$ cat src/rtl/spi_master_cfg.sv
// Purpose: full-duplex SPI master, per-transfer CPOL/CPHA, fixed SCLK divider, NUM_CS selects.
// Latency: busy 2*CS_DELAY + 2*DATALENGTH*CLK_DIV + 1 + IDLE_GAP cycles per word; done is a 1-cycle pulse.
// Backpressure: start is a level sampled only in IDLE; any start seen while busy is ignored.
//
// Optional feature macro: SPI_LSB_FIRST_EN adds the lsb_first input (latched at start).
// Ports: clk/reset_n (async active-low); start/cpol/cpha/cs_sel/data_in control one word;
//        miso/mosi/sclk/cs_n form the SPI bus; data_out/done report the received word;
//        busy covers SETUP through GAP.
module spi_master_cfg #(
    parameter int DATALENGTH = 16,
    parameter int NUM_CS     = 4,
    parameter int CLK_DIV    = 2,
    parameter int CS_DELAY   = 2,
    parameter int IDLE_GAP   = 2,
    localparam int CSW = (NUM_CS > 1) ? $clog2(NUM_CS) : 1
) (
    input  logic                  clk,
    input  logic                  reset_n,
    input  logic                  start,
    input  logic                  cpol,
    input  logic                  cpha,
    input  logic [CSW-1:0]        cs_sel,
    input  logic [DATALENGTH-1:0] data_in,
`ifdef SPI_LSB_FIRST_EN
    input  logic                  lsb_first,
`endif
    input  logic                  miso,
    output logic [DATALENGTH-1:0] data_out,
    output logic                  done,
    output logic                  busy,
    output logic [NUM_CS-1:0]     cs_n,
    output logic                  sclk,
    output logic                  mosi
);

    localparam int BW     = $clog2(DATALENGTH) + 1;
    localparam int TMAX_A = (CLK_DIV > CS_DELAY) ? CLK_DIV : CS_DELAY;
    localparam int TMAX   = (TMAX_A > IDLE_GAP) ? TMAX_A : IDLE_GAP;
    localparam int TW     = $clog2(TMAX + 1);

    localparam logic [TW-1:0] CS_LAST  = TW'(CS_DELAY - 1);
    localparam logic [TW-1:0] DIV_LAST = TW'(CLK_DIV - 1);
    localparam logic [TW-1:0] GAP_LAST = TW'((IDLE_GAP > 0) ? IDLE_GAP - 1 : 0);
    localparam logic [BW-1:0] BIT_LAST = BW'(DATALENGTH - 1);

    typedef enum logic [2:0] {
        S_IDLE, S_SETUP, S_SHIFT, S_HOLD, S_DONE, S_GAP
    } state_t;

    state_t                state, state_nxt;
    logic [TW-1:0]         cnt;
    logic [BW-1:0]         bit_cnt;
    logic [DATALENGTH-1:0] tx_sh, rx_sh, tx_word, rx_word;
    logic                  cpol_l, cpha_l, lsb_l, lsb_in;
    logic [CSW-1:0]        cs_l, sel_nxt;
    logic [NUM_CS-1:0]     cs_n_nxt;
    logic                  sclk_edge, lead_edge, sample_edge, drive_edge;

`ifdef SPI_LSB_FIRST_EN
    assign lsb_in = lsb_first;
`else
    assign lsb_in = 1'b0;
`endif

    // LSB-first is handled by reversing the word at both ends so the shifters stay MSB-first.
    always_comb begin
        tx_word = data_in;
        rx_word = rx_sh;
        if (lsb_in) begin
            for (int i = 0; i < DATALENGTH; i++) tx_word[i] = data_in[DATALENGTH-1-i];
        end
        if (lsb_l) begin
            for (int i = 0; i < DATALENGTH; i++) rx_word[i] = rx_sh[DATALENGTH-1-i];
        end
    end

    // An edge is due at the end of each CLK_DIV-cycle half period; it is a leading
    // edge when sclk still sits at its idle level.
    assign sclk_edge   = (state == S_SHIFT) && (cnt == DIV_LAST);
    assign lead_edge   = (sclk == cpol_l);
    assign sample_edge = sclk_edge && (lead_edge != cpha_l);
    assign drive_edge  = sclk_edge && (lead_edge == cpha_l);

    always_comb begin
        state_nxt = state;
        case (state)
            S_IDLE:  if (start) state_nxt = S_SETUP;
            S_SETUP: if (cnt == CS_LAST) state_nxt = S_SHIFT;
            // bit_cnt counts completed trailing edges, so the last one closes SHIFT
            S_SHIFT: if (sclk_edge && !lead_edge && (bit_cnt == BIT_LAST)) state_nxt = S_HOLD;
            S_HOLD:  if (cnt == CS_LAST) state_nxt = S_DONE;
            S_DONE:  state_nxt = (IDLE_GAP == 0) ? S_IDLE : S_GAP;
            S_GAP:   if (cnt == GAP_LAST) state_nxt = S_IDLE;
            default: state_nxt = S_IDLE;
        endcase
    end

    // Chip-select decode looks ahead at the next state so cs_n is a plain flop.
    always_comb begin
        sel_nxt  = (state == S_IDLE) ? cs_sel : cs_l;
        cs_n_nxt = '1;
        if (state_nxt inside {S_SETUP, S_SHIFT, S_HOLD}) begin
            for (int i = 0; i < NUM_CS; i++) begin
                if (int'(sel_nxt) == i) cs_n_nxt[i] = 1'b0;
            end
        end
    end

    always_ff @(posedge clk or negedge reset_n) begin
        if (!reset_n) begin
            state <= S_IDLE;
            cnt   <= '0;
            busy  <= 1'b0;
            done  <= 1'b0;
            cs_n  <= '1;
        end else begin
            state <= state_nxt;
            if ((state_nxt != state) || sclk_edge) cnt <= '0;
            else                                   cnt <= cnt + 1'b1;
            busy  <= (state_nxt != S_IDLE);
            done  <= (state_nxt == S_DONE);
            cs_n  <= cs_n_nxt;
        end
    end

    always_ff @(posedge clk or negedge reset_n) begin
        if (!reset_n) begin
            sclk     <= 1'b0;
            mosi     <= 1'b0;
            data_out <= '0;
            tx_sh    <= '0;
            rx_sh    <= '0;
            bit_cnt  <= '0;
            cpol_l   <= 1'b0;
            cpha_l   <= 1'b0;
            lsb_l    <= 1'b0;
            cs_l     <= '0;
        end else begin
            case (state)
                S_IDLE: begin
                    sclk    <= cpol;
                    bit_cnt <= '0;
                    if (start) begin
                        cpol_l <= cpol;
                        cpha_l <= cpha;
                        lsb_l  <= lsb_in;
                        cs_l   <= cs_sel;
                        // CPHA=0 slaves sample on the first edge, so bit 0 goes out now.
                        if (!cpha) begin
                            mosi  <= tx_word[DATALENGTH-1];
                            tx_sh <= {tx_word[DATALENGTH-2:0], 1'b0};
                        end else begin
                            tx_sh <= tx_word;
                        end
                    end
                end
                S_SHIFT: begin
                    if (sclk_edge) begin
                        sclk <= ~sclk;
                        if (!lead_edge) bit_cnt <= bit_cnt + 1'b1;
                    end
                    if (sample_edge) rx_sh <= {rx_sh[DATALENGTH-2:0], miso};
                    if (drive_edge) begin
                        mosi  <= tx_sh[DATALENGTH-1];
                        tx_sh <= {tx_sh[DATALENGTH-2:0], 1'b0};
                    end
                end
                S_HOLD: begin
                    if (state_nxt == S_DONE) data_out <= rx_word;
                end
                default: begin
                end
            endcase
        end
    end

endmodule
$ cat config.mk
export PLATFORM = sky130hd
export DESIGN_NAME = spi_master_cfg
export DESIGN_NICKNAME = d
export VERILOG_FILES = /design/src/rtl/spi_master_cfg.sv
export SDC_FILE = /design/constraint.sdc
export NUM_CORES = 1
export LEC_CHECK = 0
export ABC_CLOCK_PERIOD_IN_PS = 1850
export CORE_UTILIZATION = 30
export CTS_BUF_LIST = sky130_fd_sc_hd__clkbuf_16
export CTS_CLUSTER_DIAMETER = 30
export DETAILED_ROUTE_END_ITERATION = 7
export SYNTH_ARGS = -nofsm -noshare
export SYNTH_HDL_FRONTEND = slang
export SYNTH_SLANG_ARGS = --single-unit
$ cat constraint.sdc
create_clock -name clk -period 1.85 [get_ports clk]
set_input_delay 0.555 -clock clk [delete_from_list [all_inputs] [get_ports clk]]
set_output_delay 0.555 -clock clk [all_outputs]
set_load 0.01 [all_outputs]
# Word level (Yosys, flattened, before mapping)
# Index checks and enable logic that the tools add are counted.
# W data, S select, Z words.
# word_totals
ff_bits,70
out_inout_bits,24
wordCells,85
# op_classes
add_sub_neg,2
n_eq_ne,23
n_mux,26
bitwise_logic,1
n_reduce_logical,19
# ops
operator,count
$mux W16,3
$pmux W16 S2,1
$pmux W3 S6,1
$mux W3,5
$eq A3 B2 Y1 const B,4
$mux W5,2
$ne A2 B2 Y1 const B,5
$pmux W5 S2,1
$eq A3 B3 Y1 const B,3
$mux W1,8
$reduce_and A2 Y1,4
$eq A3 B1 Y1 const B,2
$reduce_and A3 Y1,2
$reduce_bool A3 Y1,2
$add A5 B1 Y5 const B,1
$eq A5 B4 Y1 const B,1
$logic_and A1 B1 Y1,5
$eq A2 B1 Y1 const B,2
$eq A2 B2 Y1 const B,2
$mux W2,2
$mux W4,1
$pmux W1 S2,2
$reduce_and A4 Y1,1
$logic_not A3 Y1,1
other kinds (9),10

# Depth between registers and ports, before layout
# logic_depth
word_depth,9
depth_mapped,8

# Least setup slack after synthesis
# Ideal clock, no wire load.
# synth_path
path_type,register to register
start,reg cnt[0]
end,reg busy
setup_time_ns,0.138
arrival_ns,1.636
required_ns,1.712
slack_ns,0.075
path_stages_with_launch,7
path_buffers,1
path_cell_list,dfrtp_1 > ha_1 > buf_2 > nand4b_1 > inv_2 > a21oi_2 > or4b_1
# synth_via
elab_chain_len,7
elab_cells_between_ends,10
# synth_rtl
item,line_no,text
"start, declared",51,logic [TW-1:0] cnt;
"start signal, assigned",119,else cnt <= cnt + 1'b1;
$eq A2 B1 Y1 *,--,
$logic_and A1 B1 Y1,79,assign sclk_edge = (state == S_SHIFT) && (cnt == DIV_LAST);
$logic_and A1 B1 Y1 (2 in series),90,S_SHIFT: if (sclk_edge && !lead_edge && (bit_cnt == BIT_LAST)) state_nxt = S_HOLD;
$mux W3,90,
$pmux W3 S6 *,86,case (state)
$reduce_bool A3 Y1 *,120,busy <= (state_nxt != S_IDLE);
"end signal, assigned",120,
"end, declared",30,"output logic busy,"
# Mark *: on every way between the ends. The rest lies on a longest branch, timed or not.
# A chain may end at the register's enable or synchronous reset.

# Worst setup path in the final report
# layout_path
start,reg bit_cnt[1]
end,reg busy
# layout_via
elab_chain_len,5
# layout_rtl
item,line_no,text
"start, declared",52,logic [BW-1:0] bit_cnt;
"start signal, assigned",160,if (!lead_edge) bit_cnt <= bit_cnt + 1'b1;
$eq A5 B4 Y1,90,
$logic_and A1 B1 Y1,90,
$mux W3,90,
$pmux W3 S6,86,
$reduce_bool A3 Y1,120,
# Every way passes these cells.

==> out/qor.yml <==
p_leak_nw: 2.042
synthSimpleGateAreaFrac: 0.2025
grt_pass1_vias: 2576
synth-xor-area-share: 0.01818
layout_commonest_cell: "nand2_1"
maxCapViolCount: 0
num_vias: 2568
layout_common_cells: "nand2_1, dfrtp_1, clkdlybuf4s50_1, buf_4, nor2_1"
cts_tree: "done"
die_w_microns: 109.1
slowest_delay_ps: 520
syn_area_sq_um: 3441
io_pins: 48
path_cells: "ha_1, and3_1, ha_1, inv_2, o31ai_4, or4b_1"
start_util: 0.3133
power.total_mw: 7.172
synth_nets: 352
post-route-period-util: 0.9657
syn_area_per_cell_sq_um: 10.59
synth_top_area_cell: "dfrtp_1"
crit_slowest_cell: "or4b_1"
synth_ff_type: "dfrtp_1"
fin_nets: 418
synthCells: 325
drcViolationCount: 0
tightestPinTransition_ps: 435.3
critPathLaunchType: "flop"
hold_class: "primary input to async pin"
diodes: 0
synthMuxAreaShare: 0.07055
drv_slew: 0
num_rows: 38
synth_top_area_share: 0.4800
grt_max_degree: 71
routabilityCongestion: 0.7098
overflow: 0
cts_max_level: 3
synth.area.top_cells: "dfrtp_1, nand2_1, mux2_1"
synth_edf_count: 0
synth-compound-area-share: 0.1447
antenna_left: 0
synth_seq_area_share: 0.5105
die_h_microns: 109.1
final_core_util: 0.4143
dieArea_sq_um: 11900
grt_util_all_layers: 0.1378
finClkSkew_ps: 9.983
worstSetupPathType: "flop to flop"
synthToLayoutAreaGrowth_pct: 32.25
root_buffer: "clkbuf_16"
first_iter_violations: 107
port_buffers: 47
final_hold_viol_count: 0
yosysWarnings: 0
synth_adder_area_share: 0.01091
async_flop_share: 1.000
fmax_mhz: 559.7
crit_top_cell: "ha_1"
drive_gt1_frac: 0.2071
p_per_area_nw_per_um2: 1576
status: "complete, no violations"
cts_inserted_buffers: 9
ir_drop_v: 0.0005334
synth_top_family_by_area: "simple AND/OR/NAND/NOR gates"
synth_cell_types: 54
clk_latency_ps: 330
cp-end-kind: "flop"
rsz0062_at_grt: "no"
path_clk_slew_ps: 70
wl_per_cell_microns: 13.62
viasPerCell: 4.791
firstDrtPassIters: 4
grt_pass1_wl_mm: 12.78
clockBufferDepth: 2
required_ps: 2030
cp_max_fo: 6
fin_crit_ps: 1787
arrival_ps: 1970
antenna_found_initial: 0
coreArea_sq_um: 10980
ys_ff_latch: 70
place_hpwl_mm: 4.949
cts_sinks: 70
maxSlewHeadroom: 0.7076
setup_viol: 0
routed_wl_mm: 7.302
==> metal layers <==
| metal | wire, microns | part of all wire | up-vias | GRT usage |
|---|---|---|---|---|
| li1 | - | - | 1284 | - |
| met1 | 3568 | 0.49 | 1242 | 0.1885 |
| met2 | 3466 | 0.47 | 40 | 0.2161 |
| met3 | 228 | 0.031 | 2 | 0.02630 |
| met4 | 38 | 0.0052 | 0 | 0.04923 |
| met5 | 0 | 0 | - | 0 |
==> worst paths after layout <==
path	end	cells after the start	slack [ps]	startpoint
setup / recovery	busy	6	60	bit_cnt[1]
hold / removal	state[2]	2	240	reset_n
setup reg to reg	busy	6	60	bit_cnt[1]
hold reg to reg	cnt[0]	1	460	cnt[0]
max in group asynchronous	sclk	2	1270	reset_n
min in group clk	cnt[0]	1	460	cnt[0]
==> Yosys cell counts, types with 3 or more instances <==
library cell,n
nand2_1,78
a211oi_1,15
nor3_1,3
or4b_1,3
nand2b_1,6
o21ai_0,3
mux2i_1,4
inv_1,7
mux2_2,7
buf_2,6
o31ai_1,3
o311ai_0,3
nor2_1,18
mux2_1,11
o32ai_2,7
nor2b_1,15
dfrtp_1,66
dfstp_2,4
o32ai_1,8
a21oi_1,5
buf_4,4
ha_1,3
clkbuf_1,9
==> critical path: cells and delay by family, from the launching register on <==
| kind | cells | cell delay [ps] |
|---|---|---|
| buf+inv | 1 | 70 |
| simple gates | 2 | 710 |
| fa+ha+maj | 2 | 380 |
| compound gates | 1 | 90 |
| flops | 1 | 390 |
==> repair_timing <==
| action | in CTS | in global routing |
|---|---|---|
| setup endpoints to repair | 6 | 4 |
| buffers inserted | 0 | 1 |
| pin swaps | 0 | 0 |
| hold buffers | 0 | 0 |
| resized for setup | 7 | 6 |
==> layout make-up <==
cell class | instances | area (sq um)
Fill cell | 1055 | 6432
Sequential cell | 70 | 1759
Multi-Input combinational cell | 226 | 1569
Timing Repair Buffer | 76 | 729.5
Clock buffer | 9 | 225.2
Tap cell | 140 | 175.2
Clock inverter | 7 | 62.56
Inverter | 8 | 30.03
==> registers in the layout (all words and copies together) (netlist names), 2 cells and up <==
register	cells
cs_l	2
cnt	2
rx_sh	16
tx_sh	16
state	3
data_out	16
cs_n	4
bit_cnt	5
==> power breakdown <==
part	internal [mW]	switching, mW
clock network	0.938	0.721
registers	2.12	0.442
logic	1.55	1.40
total	4.61	2.56
==> stage by stage <==
stage	instances	cell area [sq um]	worst slack, ps	setup TNS, ps	hold WS (ps)
floorplan	325	3441	75.14	0	259.4
global placement	519	4225	-239.4	-5080	425.2
detailed placement	519	4225	-248.8	-5416	444.8
CTS	535	4524	15.60	0	262.9
global route	536	4551	4.669	0	278.7
finish	536	4551	63.47	0	244.1
==> kinds of logic (layout without fill, tap and decap cells) <==
| group | count (synthesis) | count (layout) |
|---|---|---|
| AO/OA/AOI/OAI | 58 | 58 |
| XOR/XNOR | 3 | 3 |
| flip-flops | 70 | 70 |
| buffers and inverters | 29 | 100 |
| adder cells (fa/ha/maj) | 3 | 3 |
| multiplexers | 22 | 22 |
| AND/OR/NAND/NOR | 140 | 140 |
No activity file was read; power rests on OpenSTA's default activity.
